<file path="src/rtl/maze_render_pipe.sv">
// Maze pixel renderer: raster-tracked tile counters, external wall ROM lookup,
// blinking exit tile and player sprite, with level/player/blink snapshotted at frame start.
module maze_render_pipe #(
  parameter int TILE_W       = 40,
  parameter int TILE_H       = 40,
  parameter int NUM_COLS     = 16,
  parameter int NUM_ROWS     = 12,
  parameter int WALL_MARGIN  = 4,
  parameter int BLK_SIZE     = 10,
  parameter int COLOR_W      = 4,
  parameter int EXIT_COL     = 15,
  parameter int EXIT_ROW     = 11,
  parameter int BLINK_FRAMES = 30
) (
  input  logic               clk,
  input  logic               rst,
  input  logic               pix_valid,
  input  logic [10:0]        curr_x,
  input  logic [10:0]        curr_y,
  input  logic [10:0]        blkpos_x,
  input  logic [10:0]        blkpos_y,
  input  logic [1:0]         level_select,
  output logic [1:0]         maze_level,
  output logic [4:0]         maze_row,
  output logic [4:0]         maze_col,
  input  logic [3:0]         walls,
  output logic [COLOR_W-1:0] draw_r,
  output logic [COLOR_W-1:0] draw_g,
  output logic [COLOR_W-1:0] draw_b,
  output logic               draw_valid,
  output logic               sync_err
);

  localparam int XT_W = (TILE_W > 1) ? $clog2(TILE_W) : 1;
  localparam int YT_W = (TILE_H > 1) ? $clog2(TILE_H) : 1;
  localparam int BC_W = $clog2(BLINK_FRAMES) + 1;
  localparam logic [XT_W-1:0]    XT_LAST = XT_W'(TILE_W - 1);
  localparam logic [YT_W-1:0]    YT_LAST = YT_W'(TILE_H - 1);
  localparam logic [COLOR_W-1:0] CMAX    = '1;

  // frame-start snapshot
  logic        fs;
  logic        armed;
  logic [1:0]  level_q;
  logic [10:0] bx_q, by_q;
  logic [BC_W-1:0] blink_cnt;
  logic        blink_on, blink_q;

  assign fs = pix_valid && (curr_x == 11'd0) && (curr_y == 11'd0);

  // blink_q holds the phase in force before this frame's advance, so the
  // first BLINK_FRAMES frames after reset show the exit lit.
  always_ff @(posedge clk or negedge rst) begin
    if (!rst) begin
      armed     <= 1'b0;
      level_q   <= 2'd0;
      bx_q      <= 11'd0;
      by_q      <= 11'd0;
      blink_cnt <= '0;
      blink_on  <= 1'b1;
      blink_q   <= 1'b1;
    end else if (fs) begin
      armed   <= 1'b1;
      level_q <= level_select;
      bx_q    <= blkpos_x;
      by_q    <= blkpos_y;
      blink_q <= blink_on;
      if (blink_cnt == BC_W'(BLINK_FRAMES - 1)) begin
        blink_cnt <= '0;
        blink_on  <= ~blink_on;
      end else begin
        blink_cnt <= blink_cnt + 1'b1;
      end
    end
  end

  // S1: raster-tracked tile counters
  logic [XT_W-1:0] xt, xt_step;
  logic [YT_W-1:0] yt, yt_step;
  logic [4:0]      col, col_step, row, row_step;
  logic [10:0]     prev_x, prev_y, x1, y1;
  logic            v1, raster_err;

  always_comb begin
    xt_step  = (xt == XT_LAST) ? '0 : xt + 1'b1;
    col_step = ((xt == XT_LAST) && (col != 5'd31)) ? col + 5'd1 : col;
    yt_step  = (yt == YT_LAST) ? '0 : yt + 1'b1;
    row_step = ((yt == YT_LAST) && (row != 5'd31)) ? row + 5'd1 : row;
    if (curr_x != 11'd0)
      raster_err = (curr_x != prev_x + 11'd1);
    else
      raster_err = (curr_y != 11'd0) && (curr_y != prev_y + 11'd1);
  end

  always_ff @(posedge clk or negedge rst) begin
    if (!rst) begin
      xt <= '0; yt <= '0; col <= 5'd0; row <= 5'd0;
      prev_x <= 11'd0; prev_y <= 11'd0;
      x1 <= 11'd0; y1 <= 11'd0;
      v1 <= 1'b0;
      sync_err <= 1'b0;
    end else begin
      v1 <= pix_valid && (armed || fs);
      x1 <= curr_x;
      y1 <= curr_y;
      if (fs)
        sync_err <= 1'b0;
      else if (pix_valid && raster_err)
        sync_err <= 1'b1;
      if (pix_valid) begin
        prev_x <= curr_x;
        prev_y <= curr_y;
        if (curr_x == 11'd0) begin
          xt  <= '0;
          col <= 5'd0;
          if (curr_y == 11'd0) begin
            yt  <= '0;
            row <= 5'd0;
          end else begin
            yt  <= yt_step;
            row <= row_step;
          end
        end else begin
          xt  <= xt_step;
          col <= col_step;
        end
      end
    end
  end

  assign maze_row   = row;
  assign maze_col   = col;
  assign maze_level = level_q;

  // S2: context aligned with the ROM data returned for the S1 address
  logic [XT_W-1:0] xt2;
  logic [YT_W-1:0] yt2;
  logic [4:0]      col2, row2;
  logic [10:0]     x2, y2;
  logic            v2;

  always_ff @(posedge clk or negedge rst) begin
    if (!rst) begin
      xt2 <= '0; yt2 <= '0; col2 <= 5'd0; row2 <= 5'd0;
      x2 <= 11'd0; y2 <= 11'd0; v2 <= 1'b0;
    end else begin
      xt2 <= xt; yt2 <= yt; col2 <= col; row2 <= row;
      x2 <= x1; y2 <= y1; v2 <= v1;
    end
  end

  logic in_maze, on_player, on_wall, on_exit;
  logic [11:0] bx_end, by_end;
  logic [COLOR_W-1:0] r_c, g_c, b_c;

  always_comb begin
    bx_end    = {1'b0, bx_q} + 12'(BLK_SIZE);
    by_end    = {1'b0, by_q} + 12'(BLK_SIZE);
    on_player = (x2 >= bx_q) && ({1'b0, x2} < bx_end) &&
                (y2 >= by_q) && ({1'b0, y2} < by_end);
    in_maze   = (col2 < 5'(NUM_COLS)) && (row2 < 5'(NUM_ROWS));
    on_wall   = in_maze && (level_q != 2'd3) &&
                ((walls[3] && (yt2 <  YT_W'(WALL_MARGIN))) ||
                 (walls[2] && (yt2 >= YT_W'(TILE_H - WALL_MARGIN))) ||
                 (walls[1] && (xt2 <  XT_W'(WALL_MARGIN))) ||
                 (walls[0] && (xt2 >= XT_W'(TILE_W - WALL_MARGIN))));
    on_exit   = blink_q && (row2 == 5'(EXIT_ROW)) && (col2 == 5'(EXIT_COL)) &&
                (xt2 >= XT_W'(WALL_MARGIN)) && (xt2 < XT_W'(TILE_W - WALL_MARGIN)) &&
                (yt2 >= YT_W'(WALL_MARGIN)) && (yt2 < YT_W'(TILE_H - WALL_MARGIN));
    r_c = '0;
    g_c = '0;
    b_c = '0;
    if (on_player) begin
      g_c = CMAX;
    end else if (on_wall) begin
      r_c = CMAX;
    end else if (on_exit) begin
      r_c = CMAX;
      g_c = CMAX;
    end else if (in_maze) begin
      b_c = CMAX;
    end
  end

  // S3: registered colour, forced black when not valid
  always_ff @(posedge clk or negedge rst) begin
    if (!rst) begin
      draw_valid <= 1'b0;
      draw_r <= '0; draw_g <= '0; draw_b <= '0;
    end else begin
      draw_valid <= v2;
      draw_r <= v2 ? r_c : '0;
      draw_g <= v2 ? g_c : '0;
      draw_b <= v2 ? b_c : '0;
    end
  end

endmodule

</file>
<file path="config.mk">
export PLATFORM = sky130hd
export DESIGN_NAME = maze_render_pipe
export DESIGN_NICKNAME = d
export VERILOG_FILES = /design/src/rtl/maze_render_pipe.sv
export SDC_FILE = /design/constraint.sdc
export NUM_CORES = 1
export LEC_CHECK = 0
export ABC_AREA = 1
export BUFFER_PORTS_ARGS = -buffer_cell sky130_fd_sc_hd__buf_2
export CORE_MARGIN = 4
export CORE_UTILIZATION = 47
export CTS_CLUSTER_DIAMETER = 50
export DETAILED_ROUTE_END_ITERATION = 8
export PLACE_DENSITY = 0.66
export SLEW_MARGIN = 25
export SYNTH_ARGS = -nofsm -noshare
export SYNTH_HDL_FRONTEND = slang
export SYNTH_SLANG_ARGS = --single-unit
</file>
<file path="constraint.sdc">
create_clock -name clk -period 4.3 [get_ports clk]
set_input_delay 0.43 -clock clk [delete_from_list [all_inputs] [get_ports clk]]
set_output_delay 0.43 -clock clk [all_outputs]
set_load 0.01 [all_outputs]
</file>
After elaboration in Yosys (flattened, before gate mapping)

Index checks and enable logic that the tools add are counted.

Add/sub/neg operators: 9
$lt $le $gt $ge: 14
Equality and inequality tests: 10
Mux-type cells: 24
Bitwise gates (word level): 1
Reductions and logical operators: 38

Operators by type and width:

| operator                                                              | number |
|---|---|
| 4-bit 2-to-1 mux                                                      | 12 |
| 6-bit 2-to-1 mux                                                      | 5 |
| 11-bit by 4-bit adder with 12-bit output, second input constant       | 2 |
| 11-bit by 12-bit < comparator with 1-bit output                       | 2 |
| 1-bit logical AND                                                     | 23 |
| 11-bit by 1-bit adder with 11-bit output, second input constant       | 2 |
| 11-bit >= comparator                                                  | 2 |
| 11-bit zero test                                                      | 2 |
| 11-bit inequality test                                                | 2 |
| 11-bit nonzero test                                                   | 2 |
| 5-bit 2-to-1 mux                                                      | 4 |
| 6-bit by 1-bit adder with 6-bit output, second input constant         | 3 |
| 6-bit == test, second input constant                                  | 2 |
| 6-bit by 3-bit >= comparator with 1-bit output, second input constant | 2 |
| 6-bit >= comparator, second input constant                            | 2 |
| 6-bit by 3-bit < comparator with 1-bit output, second input constant  | 2 |
| 6-bit < comparator, second input constant                             | 2 |
| 5-bit by 1-bit adder with 5-bit output, second input constant         | 2 |
| 5-bit by 4-bit == test with 1-bit output, second input constant       | 2 |
| 5-bit inequality test, second input constant                          | 2 |
| 6-bit by 5-bit == test with 1-bit output, second input constant       | 1 |
| 2-bit AND reduction                                                   | 3 |
| 2-bit nonzero test                                                    | 3 |
| 5-bit by 4-bit < comparator with 1-bit output, second input constant  | 1 |
| 6 further kinds                                                       | 11 |

Flip-flop bits (word level): 159
Bits of input ports: 53
Output and inout port bits: 26
Word-level logic and storage cells: 124

Logic depth before layout (Yosys ltp)

Gate-level depths: netlist (run 1).

Depth in word-level cells: 11
Gate-level depth with buffers: 16
Mapped depth without buffers: 16

Least setup slack after synthesis (run 1)

OpenSTA, ideal clock, no wires.

Path kind: reg2reg
Start: register bx_q[1]
End: register draw_r[2]
Library setup time: 115 ps
Arrival time: 1910 ps
Data required time: 4185 ps
Slack: 2275 ps
Stages on the path, launching flop included: 17
Buffers on the path: 0
Clock period less this slack: 2025 ps
Cell sequence: dfrtp_1 > ha_1 > nor2_1 > nor2_1 > nand2_1 > xor2_1 > ha_1 > nand2_1 > inv_1 > nor3_1 > nand2_1 > nand2_1 > nand2_1 > nand2_1 > nand3_1 > nand2_1 > nor2_1

Word-level cells in the longest chain between the ends: 7
Elaborated cells on any way between the ends: 8
Those cells by class: add/sub: 1; order compare: 2; mux: 2; reduce/logical: 3

Ends and longest elaborated chain:

| item                                            | RTL line | source |
|---|---|---|
| start: declaration                              | 45       | `logic [10:0] bx_q, by_q;` |
| start signal: assignment                        | 65       | `bx_q <= blkpos_x;` |
| 11-bit by 4-bit adder with 12-bit output        | 157      | `bx_end = {1'b0, bx_q} + 12'(BLK_SIZE);` |
| 11-bit by 12-bit < comparator with 1-bit output | 159      | `on_player = (x2 >= bx_q) && ({1'b0, x2} < bx_end) &&` |
| 1-bit logical AND * (2 in a row)                | 159      |  |
| 1-bit logical AND *                             | 160      | `(y2 >= by_q) && ({1'b0, y2} < by_end);` |
| 4-bit 2-to-1 mux *                              | 173      | `if (on_player) begin` |
| 4-bit 2-to-1 mux *                              | 192      | `draw_r <= v2 ? r_c : '0;` |
| end signal: assignment                          | 192      |  |
| end: declaration                                | 27       | `output logic [COLOR_W-1:0] draw_r,` |

Mark *: on every way between the ends. The rest lies on a longest branch, timed or not.
A chain may end at the register's enable or synchronous reset.

Worst setup path in the final report (run 1)

Ends and elaborated chain as after synthesis.

==> results.md, run 1 <==
Power and ir drop:
- The analysis attributes to cell leakage a power of approximately 4.5 nW.
- The total internal power is about 2.5 mW.
- The total net switching power is roughly 0.84 mW.
- Of the total power, the share spent switching nets is 0.249.
- The sequential group share of total power is 0.458.
- The total power per unit cell area is a little under 400 nW/um2.
- The worst-case IR drop observed on VDD is ~0.34 mV.
- The share of total power in the clock network is 0.454.
- The total power is about 3.4 mW.
- The combinational share of power is 0.088.

Setup path:
- The highest net fanout along the worst path is 4.
- Measured in cells, the most critical reg-to-reg path has a length of 16.
- Setup slack on the worst reg-to-reg path comes out at between 1.5 and 2 ns.
- The worst setup path is launched from a flop.
- The most critical setup path has its endpoint at draw_r[2].
- The startpoint identified for the worst register-to-register timing path is bx_q[1].
- In this run the worst setup path begins at bx_q[1].
- The critical path is of the reg -> reg type.
- The required time at the endpoint of the critical path is between 4 and 5 ns.
- STA classifies the critical path endpoint as a flop.
- The destination of the worst register-to-register timing path is draw_r[2].
- The arrival time at the worst endpoint is roughly 2.7 ns.

GRT:
- Entering global routing, the biggest net connects 87 pins.
- The total congestion overflow is 0.
- The number of antenna violations at the first check in global routing is 0.
- In the global route stage, overall resource usage came out at 0.180.
- The first global-routing pass estimated about 26000 um of wire.
- The via count of the first global-routing pass is 5362.

Placement:
- Timing analysis after detailed placement gives a worst setup slack of roughly 1.6 ns.
- The total half-perimeter wirelength after legalization and detailed placement is roughly 11000 um.
- During placement, the flow inserted port buffers numbering just under 80.
- Routability-driven placement finished with a final weighted congestion of between 0.8 and 0.9.

Synth:
- The part of the Yosys area used for sequential elements is 0.490.
- The xor and xnor fraction of the mapped netlist area is 0.0458.
- Measured against the total synthesized area, the mux share comes to 0.
- The gate count of the mapped netlist is slightly below 900.
- The fraction of the mapped netlist area in simple logic gates is 0.229.
- The compound-gate portion of the synthesized area is 0.0740.
- For this run, the number of Yosys warnings is 0.
- The count of unique library cells instantiated by Yosys is 42.
- The post-synthesis area per instance is between 8 and 9 um2.
- The number of enable-type register cells in the synthesized netlist is 0.
- After synthesis, the share of flip-flops with an asynchronous set or reset is 1.00.
- The mapped cell area is ~7500 um2.
- The dominant combinational cell family by area after synthesis is simple AND/OR/NAND/NOR gates.
- After synthesis the netlist holds a flip-flop and latch count of 146.
- Of the total synthesized cell area, the portion taken by full adders, half adders and majority gates is 0.0906.
- The most used flip-flop cell after synthesis is dfrtp_1.
- The net count after synthesis is between 900 and 1000.

Floorplanning:
- The floorplan step defined a die boundary enclosing ~18000 um2.
- In this run the count of I/O pins placed on the die edge is between 70 and 80.
- The die boundary width is between 100 and 150 um.
- The number of core rows is between 40 and 50.
- The y dimension of the die is between 100 and 150 um.
- The core region is 15400 um2.
- The initial utilization of the core area, before any placement, comes to 0.485.

Detailed routing:
- Wires add up to between 15000 and 20000 um.
- The residual antenna-violating net count after detailed routing is 0.
- The via count of the routed design is 5648.
- The post-detailed-route via-to-cell ratio is 4.82.
- The pre-antenna-repair detailed-routing pass consisted of 4 iterations.
- In the final routed layout, each cell accounts on average for about 13 um.
- The total DRC errors in the routed layout is 0.
- The count of routing violations after the opening detailed-route iteration is around 340.

Clock tree:
- In this run, post-CTS repair resized a total of 0 instances.
- In this run the number of H-tree levels came out at 4.
- The CTS tree is built.
- The clock-pin slew on the worst setup and hold paths is about 0.060 ns.
- The tree built by TritonCTS fans out to around 150 sinks.
- Buffers inserted to repair hold after CTS numbered 0.
- The clock reaches the later pin of the worst-skew pair after 0.42 ns.
- The buffer type at the clock tree root is clkbuf_16.
- The clock passes through at most 2 buffers.
- The number of buffers inserted to repair setup after CTS is 0.
- The number of buffers inserted during clock tree synthesis is 17.

Timing:
- The minimum clock period after layout is approximately 2.4 ns.
- The total negative setup slack is 0 ns.
- The setup slack of the critical path after layout is between 1.5 and 2 ns.
- The max-slew violation total from the final report is 0.
- The number of setup violations in the final report is 0.
- In the finished design, the share of the clock period the worst path needs comes to 0.558.
- The tightest slew margin relative to the limit is 0.492.
- The fmax is between 400 and 500 MHz.
- Across the routed clock network, the largest skew measured is roughly 0.011 ns.
- Setup repair after global routing left no endpoint under its margin.
- The measured slew at the worst slew-check pin is about 0.76 ns.
- The number of hold-slack violations in the final timing report is 0.

Finish:
- The repair_antennas step left the layout with diodes totalling 0.
- The number of nets in the layout is 1055.
- From synthesis to final layout, the design area changed by 15.6%.
- Of the cells placed in the final design, the portion with a size suffix greater than 1 is 0.131.
- Leaving out fill and tap cells, the most frequent cell in the layout is nand2_1.
- In the layout the commonest cells are nand2_1 (236), dfrtp_1 (144), inv_1 (104), buf_2 (77), nor2_1 (72).
- The utilization of the core after routing is 0.561.
- Counting the fill cells in the layout gives around 1400.

Worst hold path:
- The class of the tightest hold or removal check is in -> async.

Run status:
- The run finished with clean final reports.

Job:
- The tool flagged a number of max-cap violations equal to 0.
[flip-flops by register name (all words and copies together), names as in the netlist, 11 cells and up]
signal	flops
bx_q	11
by_q	11
prev_x	11
prev_y	11
x1	11
x2	11
y1	11
y2	11
[worst min-delay path by stage]
stage	start	depth (start not counted)	slack, ns	to
2_1_floorplan	rst	0	0.13	armed
3_3_place_gp	x1[0]	0	0.33	x2[0]
3_5_place_dp	x1[10]	0	0.33	x2[10]
4_1_cts	rst	1	0.09	prev_x[6]
5_1_grt	rst	1	0.14	prev_x[8]
6_report	rst	1	0.07	prev_x[6]
[worst max-delay path, stage by stage, from the launching register on]
cell and delay [ns]:
dfrtp_1 0.41, ha_1 0.24, nor2_1 0.05, nor2_1 0.19, nand2_1 0.09, xor2_1 0.15, ha_1 0.29, nand2_1 0.08
nor2_1 0.05, nor3_1 0.14, nand2_1 0.07, nand2_1 0.06, nand2_1 0.04, nand2_1 0.07, nand3_1 0.18, nand2_1 0.12
nor2_1 0.04
[layout make-up]
cell class / instances / area [um2] / area share
Inverter: 106 / 400 / 0.0464
Multi-Input combinational cell: 596 / 3270 / 0.380
Clock buffer: 19 / 443 / 0.0513
Sequential cell: 146 / 3660 / 0.424
Tap cell: 211 / 264 / 0.0306
Clock inverter: 12 / 169 / 0.0196
Timing Repair Buffer: 81 / 419 / 0.0486
[cells in the mapped netlist (2+ instances only)]
library cell / instances / area [um2]
buf_4: 10 / 75.1
xnor2_1: 10 / 87.6
and3_1: 3 / 18.8
nor3b_1: 2 / 15.0
a21oi_1: 29 / 145
dfrtp_1: 144 / 3600
nor2_1: 72 / 270
nand3_1: 50 / 250
nand2_1: 236 / 886
o22ai_1: 2 / 12.5
nand3b_1: 4 / 30.0
nand4_1: 12 / 75.1
clkbuf_1: 4 / 15.0
nor3_1: 10 / 50.1
ha_1: 54 / 676
buf_2: 5 / 25.0
nand2_2: 2 / 12.5
o21a_1: 5 / 37.5
inv_1: 104 / 390
xor2_1: 29 / 254
o21ai_0: 59 / 295
dfstp_2: 2 / 52.6
nor4_1: 2 / 12.5
[metrics by stage]
step	hold slack [ns]	area (um2)	cells
after detailed placement	0.335	8010	1140
after global routing	0.138	8630	1171
after floorplan	0.134	7460	869
after CTS	0.0919	8630	1171
final	0.0731	8630	1171
after global placement	0.332	8010	1140
[cells by family after synthesis]
group,count (synthesis)
and+or+nand+nor,401
DFF,146
buffers and inverters,127
AOI/OAI and AO/OA,102
adders and majority gates,54
xor gates and xnor gates,39
[metal layers]
| metal | vias to the layer above | part of all wire | track usage |
|---|---|---|---|
| li1 | 2938 | - | - |
| met1 | 2624 | 0.49 | 0.255 |
| met2 | 74 | 0.46 | 0.275 |
| met3 | 12 | 0.040 | 0.0473 |
| met4 | 0 | 0.010 | 0.0509 |
| met5 | - | 0 | 0 |
[power by group through the flow]
stage	clock, mW	sequential [mW]	combinational (mW)
after floorplan	0	1.55	0.191
after global placement	0	1.56	0.296
after detailed placement	0	1.56	0.300
after CTS	1.56	1.54	0.303
after global routing	1.63	1.55	0.348
final	1.53	1.54	0.297
Power figures use the tool's default switching activity.
==> run 2, diff against run 1 <==
PLACE_DENSITY = 0.69   (was 0.66)
clock period = 2.15 ns   (was 4.3 ns; I/O delays follow)
==> results.md, run 2 (synthesis results as in run 1) <==
Run status:
- The flow ran to the end, but the final reports show violations.
- The checks that failed: setup timing.

GRT:
- The met3 capacity usage during global routing was 0.0443 (-0.00300).
- The number of antenna violations at the first check in global routing is 0 (unchanged).
- The fraction of met1 tracks used by global routing is 0.256 (+0.00109).
- The layer with the highest usage is met2.
- The global-route wire length before repair came to 27100 um (+4.5%).
- The global routing usage summed across all routing layers is 0.187 (+0.00691).
- The pin count of the biggest net entering global routing is 57 (-34%).
- The total congestion overflow came to 0 (unchanged).
- The via count of the first global-routing pass came to 5710 (+6.5%).
- The met2 global-route usage is 0.299 (+0.0247).

Placement:
- The instance area at placement is 8170 um2 (+1.9%).
- The number of cells after detailed placement is 1157 (+1.5%).
- The port buffer count is 78 (unchanged).
- The total half-perimeter wirelength after legalization and detailed placement is 11900 um (+6.4%).
- The final weighted congestion in routability-driven placement is 0.892 (+6.9%).

Clock tree:
- The CTS tree is built.
- The later-pin clock latency in the skew report is 0.41 ns (about the same).
- The worst-case clock buffer depth is 2 (unchanged).
- The tree is rooted in a clkbuf_16.
- The maximum level of the CTS H-tree is 4 (unchanged).
- The number of buffers inserted during clock tree synthesis is 17 (unchanged).
- The clock-pin slew on the worst setup and hold paths is 0.06 ns (about the same).
- The count of clock tree sinks is 146 (unchanged).

Timing:
- The worst slack on hold paths came to 0.0198 ns (-0.0534 ns).
- The tightest slew margin relative to the limit is 0.663 (+0.171).
- The minimum clock period after layout was 2.18 ns (-0.217 ns).
- Setup repair after global routing could not meet its margin everywhere.
- The number of hold-slack violations in the final timing report is 0 (unchanged).
- The measured slew at the worst slew-check pin is 0.505 ns (-0.256 ns).
- The setup slack of the critical path after layout was -0.0309 ns (-1.93 ns).
- The post-route clock skew was 0.00857 ns (-0.00236 ns).
- The fmax was 459 MHz (+10%).
- The period utilization came to 1.01 (+0.457).
- The max-slew violation total from the final report is 0 (unchanged).
- The number of setup violations in the final report is 2 (+2).

Floorplanning:
- The die outline area is 18000 um2 (unchanged).
- The initial cell density of the core is 0.485 (unchanged).
- The number of core rows is 45 (unchanged).
- The area of the core was 15400 um2 (unchanged).
- The total I/O pin count came to 79 (unchanged).
- The die boundary width was 134 um (unchanged).
- The y dimension of the die was 134 um (unchanged).

Finish:
- The diode insertion count for antenna repair came to 0 (unchanged).
- The final instance area is 9140 um2 (+6.0%).
- The number of non-filler instances in the completed layout was 1222 (+4.4%).
- The layout cell share with drive strength beyond 1 came to 0.155 (+0.0240).
- The most common library cell in the layout ignoring fill and taps is nand2_1.
- The number of nets in the layout is 1105 (+4.7%).
- The area taken by flip-flops and latches is 3660 um2 (about the same).
- The total area of multi-input combinational cells is 3340 um2 (+1.9%).
- The area growth from synthesis to layout is 22.6%.
- The number of filler instances in the final layout was 1342 (-4.8%).
- The top cell types in the final layout, fill and taps aside, are nand2_1 (236), dfrtp_1 (143), inv_1 (103), buf_2 (77), nor2_1 (69).

Power and ir drop:
- The total net switching power is 1.68 mW (+100%).
- The total power per unit cell area is 724 nW/um2 (+86%).
- The share of total power in the clock network is 0.437 (-0.017).
- The largest voltage drop on the vdd net came to 0.633 mV (+88%).
- The total internal power is 4.94 mW (+96%).
- The static leakage came to 4.77 nW (+4.8%).
- The combinational share of power is 0.098 (+0.010).
- The proportion of total power due to net switching is 0.253 (+0.00410).
- The sequential group share of total power is 0.465 (+0.007).

Worst hold path:
- The class of the tightest hold or removal check is in -> reg.

Setup path:
- Among cell families on the critical path, the largest total delay comes from simple AND/OR/NAND/NOR gates.
- The highest net fanout along the worst path is 3 (-1).
- The type of the setup path with the least slack is reg -> reg.
- The required time at the endpoint of the critical path is 2.45 ns (-2.16 ns).
- The worst-path cell with the longest stage delay is dfrtp_1.
- The arrival time at the worst endpoint is 2.48 ns (-0.23 ns).
- The kind of start point of the critical path is a flop.
- The maximum cell stage delay along the critical path came to 0.43 ns (+0.02 ns).
- The worst setup path is captured at a flop.
- The number of buffers and inverters on the critical path was 0 (unchanged).
- The signal on the critical path passes through ha_4 > nor2_4 > nor4_4 > xor2_1 > ha_1 > a21oi_1 > nand2_1 > nand4_1 > nand3_1 > nor2_1 > nand3_2 > nand2_1 > nor2_1.
- The register-to-register setup slack is -0.03 ns (-1.93 ns).

Job:
- The number of violations of the max-capacitance limit is 0 (unchanged).

Detailed routing:
- The post-detailed-route via-to-cell ratio is 4.82 (about the same).
- The count of routing violations after the opening detailed-route iteration is 414 (+23%).
- The total wire length after detailed routing was 16000 um (+5.3%).
- The residual antenna-violating net count after detailed routing came to 0 (unchanged).
- The routed wire length per instance is 13.1 um (+0.91%).
- The number of iterations in the first detailed-routing pass is 5 (+1).
- The via count of the routed design is 5893 (+4.3%).
- The total DRC errors in the routed layout was 0 (unchanged).
-- run 2: cell types whose count changed in the layout (fill, tap and decap cells not counted), moves of 2 or more --
cell and delta:
clkinv_2 +3, nor2_2 +2, buf_4 +16, inv_6 +2, dlygate4sd3_1 +32, nor2_1 -3
nor4_1 -2, buf_12 +2, a21oi_2 +2, a21oi_1 -2
-- run 2: what timing repair did --
| action | in CTS | in global routing |
|---|---|---|
| hold buffers | 32 | 0 |
| resized for setup | 6 | 10 |
| pin swaps | 4 | 14 |
| endpoints found under the hold margin | 82 | 0 |
| setup endpoints to repair | 3 | 26 |
| buffers inserted | 0 | 1 |
-- run 2: stage by stage --
stage / setup TNS (ns) / worst slack, ns / power, mW / utilization
3_3_place_gp: 0 / 0.00369 / 3.71 / 0.531
5_1_grt: -0.593 / -0.218 / 6.93 / 0.595
2_1_floorplan: 0 / 0.125 / 3.47 / -
4_1_cts: 0 / 0.00276 / 6.69 / 0.591
3_5_place_dp: -0.138 / -0.0671 / 3.73 / 0.531
6_report: -0.0567 / -0.0309 / 6.62 / 0.595
-- run 2: power by group through the flow --
| stage | sequential [mW] | combinational (mW) | clock, mW |
|---|---|---|---|
| global placement | 3.12 | 0.593 | 0 |
| detailed placement | 3.13 | 0.608 | 0 |
| CTS | 3.08 | 0.658 | 2.95 |
| global route | 3.11 | 0.755 | 3.07 |
| floorplan | 3.09 | 0.382 | 0 |
| finish | 3.08 | 0.651 | 2.89 |
-- run 2: path summary, 6_finish.rpt --
kind                                  start   endpoint  cells after the start
worst max-delay path                by_q[2]  draw_r[2]                     13
worst min-delay path            blkpos_x[6]    bx_q[6]                      3
worst max register to register      by_q[2]  draw_r[2]                     13
worst min register to register       x1[10]     x2[10]                      0
max in group asynchronous               rst    by_q[3]                      3
min in group asynchronous               rst  prev_x[2]                      2
-- run 2: worst reg2reg max path, cell delays in order, from the launching register on --
cell     delay, ns
dfrtp_1       0.43
ha_4          0.19
nor2_4        0.05
nor4_4        0.22
xor2_1        0.19
ha_1          0.27
a21oi_1       0.14
nand2_1       0.06
nand4_1       0.07
nand3_1       0.07
nor2_1        0.14
nand3_2       0.11
nand2_1       0.09
nor2_1        0.04
-- run 2: area by class of cell --
cell class                 instances  area share
clock inverter                    14      0.0167
multi-input combinational        596       0.365
clock buffer                      18      0.0469
inverter                         106      0.0441
tap                              211      0.0289
timing repair buffer             131      0.0984
sequential                       146       0.400
-- run 2: metal layers --
| layer | vias up | share of wire |
|---|---|---|
| met4 | 0 | 0.010 |
| li1 | 3051 | - |
| met2 | 108 | 0.47 |
| met5 | - | 0 |
| met3 | 14 | 0.049 |
| met1 | 2720 | 0.47 |
==> run 3, diff against run 2 <==
CORE_MARGIN = 2   (was 4)
CORE_UTILIZATION = 53   (was 47)
PLACE_DENSITY = 0.76   (was 0.69)
==> results.md, run 3 (synthesis results as in run 1) <==
Finish:
- The post-synthesis to final-layout area growth is 22.0%.
- The library cell used most frequently in the layout, excluding fill and tap cells, is nand2_1.
- The number of nets in the layout is 1107 (+0.18%).
- Leaving out fill and tap cells, the most frequent cells in the layout are nand2_1 (234), dfrtp_1 (144), inv_1 (103), buf_2 (77), nor2_1 (67).
- The layout cell share with drive strength beyond 1 was 0.162 (+0.00676).
- The diode insertion count for antenna repair was 0 (unchanged).
- The number of filler instances in the final layout is 1094 (-18%).

Setup path:
- The sort of element at the end of the critical path is a flop.
- The reg-to-reg critical path startpoint is by_q[2].
- The arrival time at the worst endpoint is 2.60 ns (+0.12 ns).
- The critical path is of the reg -> reg type.
- The required time at the endpoint of the critical path is 2.46 ns (about the same).
- The register-to-register setup slack is -0.14 ns (-0.11 ns).
- Tracing the worst setup path back leads to its startpoint at by_q[2].
- The kind of start point of the critical path is a flop.
- The highest net fanout along the worst path is 3 (unchanged).

Timing:
- The period utilization is 1.07 (+0.0507).
- The number of hold-slack violations in the final timing report is 0 (unchanged).
- The minimum clock period after layout was 2.29 ns (+0.109 ns).
- The measured slew at the worst slew-check pin is 0.508 ns (+0.00234 ns).
- The worst slack on hold paths is 0.0143 ns (-0.00544 ns).
- The setup slack of the critical path after layout is -0.140 ns (-0.109 ns).
- The max-slew violation total from the final report is 0 (unchanged).
- The tightest slew margin relative to the limit is 0.662 (-0.00156).
- The fmax came to 437 MHz (-4.8%).
- The number of setup violations in the final report is 3 (+1).
- The post-route clock skew was 0.00722 ns (-0.00135 ns).
- Setup repair after global routing could not meet its margin everywhere.

GRT:
- The global-route wire length before repair is 26000 um (-4.1%).
- The number of antenna violations at the first check in global routing is 0 (unchanged).
- The via count of the first global-routing pass is 5640 (-1.2%).
- The global routing usage summed across all routing layers is 0.222 (+0.0353).
- The pin count of the biggest net entering global routing is 59 (+3.5%).
- The total congestion overflow is 0 (unchanged).

Detailed routing:
- The total wire length after detailed routing is 15700 um (-1.7%).
- The total DRC errors in the routed layout is 0 (unchanged).
- The residual antenna-violating net count after detailed routing is 0 (unchanged).
- The via count of the routed design came to 5998 (+1.8%).
- The number of iterations in the first detailed-routing pass is 6 (+1).
- The routed wire length per instance is 13.2 um (+0.79%).
- The count of routing violations after the opening detailed-route iteration is 309 (-25%).
- The post-detailed-route via-to-cell ratio came to 5.03 (+4.3%).

Power and ir drop:
- The sequential group share of total power is 0.464 (about the same).
- The total internal power was 4.94 mW (-0.16%).
- The share of total power in the clock network was 0.438 (about the same).
- The total power per unit cell area was 728 nW/um2 (+0.54%).
- The largest voltage drop on the vdd net is 0.615 mV (-2.9%).
- The total net switching power is 1.69 mW (+0.84%).
- The proportion of total power due to net switching came to 0.255 (+0.00188).
- The static leakage is 4.77 nW (about the same).
- The combinational share of power is 0.098 (about the same).

Worst hold path:
- The class of the tightest hold or removal check is in -> reg.
- The startpoint of the lowest-slack hold path is blkpos_x[5].

Floorplanning:
- The area of the core is 13800 um2 (-10%).
- The initial cell density of the core was 0.540 (+0.0542).
- The number of core rows is 43 (-4.4%).
- The die outline area is 15000 um2 (-16%).
- The total I/O pin count is 79 (unchanged).
- The die boundary width came to 123 um (-8.5%).
- The y dimension of the die was 123 um (-8.5%).

Clock tree:
- The later-pin clock latency in the skew report is 0.42 ns (about the same).
- The count of clock tree sinks was 146 (unchanged).
- The maximum level of the CTS H-tree is 4 (unchanged).
- The number of buffers inserted during clock tree synthesis is 17 (unchanged).
- The worst-case clock buffer depth is 2 (unchanged).
- The clock-pin slew on the worst setup and hold paths is 0.06 ns (about the same).
- In this run the clock root is driven by a clkbuf_16.
- The CTS tree is built.

Placement:
- The worst slack at placement is -0.117 ns (-0.0501 ns).
- The port buffer count was 78 (unchanged).
- The final weighted congestion in routability-driven placement is 0.889 (-0.31%).
- The total half-perimeter wirelength after legalization and detailed placement is 11000 um (-6.9%).

Run status:
- The flow ran to the end, but the final reports show violations.
- The final reports fail on setup timing.

Job:
- The number of violations of the max-capacitance limit is 0 (unchanged).
run 3: per-layer routing:
metal	global-route usage	wire length, um	vias to the layer above
met3	0.0483	699	32
met2	0.348	7410	150
li1	-	-	3048
met4	0.0920	414	0
met5	0	0	-
met1	0.301	7170	2768
run 3: metrics by stage:
step	total power, mW	setup TNS (ns)	instances	utilization	instance area, um2
floorplan	3.47	0	869	-	7460
global placement	3.70	-0.0437	1123	0.586	8110
detailed placement	3.73	-0.252	1123	0.586	8110
CTS	6.68	0	1186	0.653	9030
global route	6.93	-0.644	1192	0.658	9100
finish	6.63	-0.384	1192	0.658	9100
run 3: layout make-up:
cell class | instances | area (um2) | share of cell area
Sequential cell | 146 | 3660 | 0.402
Multi-Input combinational cell | 596 | 3330 | 0.366
Timing Repair Buffer | 133 | 907 | 0.0997
Clock buffer | 18 | 429 | 0.0471
Inverter | 106 | 400 | 0.0440
Tap cell | 180 | 225 | 0.0247
Clock inverter | 13 | 150 | 0.0165
run 3: path summary, 6_finish.rpt:
kind / to / cells after the start
max: draw_r[2] / 14
max reg2reg: draw_r[2] / 14
min reg2reg: y2[8] / 0
min in group asynchronous: prev_x[10] / 2
min: bx_q[5] / 3
max in group asynchronous: blink_on / 3
run 3: what timing repair did:
item / in CTS / in global routing
buffers inserted: 3 / 6
endpoints found under the hold margin: 81 / 0
pin swaps: 8 / 12
gates resized for setup: 11 / 6
setup endpoints to repair: 3 / 3
hold buffers: 29 / 0
run 3: critical path, cell delays in order (launching register included):
cell     delay, ns
dfrtp_1       0.41
buf_4         0.15
ha_2          0.19
nor2_4        0.13
nor4_4        0.05
xor2_1        0.16
ha_1          0.31
a21oi_1       0.15
nand2_1       0.07
nand4_1       0.08
nand3_1       0.07
nor2_1        0.13
nand3_2       0.13
nand2_1       0.09
nor2_1        0.05
run 3: power groups by stage:
stage                     Clock [mW]  Sequential, mW  Combinational (mW)
after detailed placement           0            3.12               0.601
after global placement             0            3.12               0.586
after CTS                       2.95            3.08               0.651
after floorplan                    0            3.09               0.382
after global routing            3.08            3.11               0.753
final                           2.90            3.08               0.647
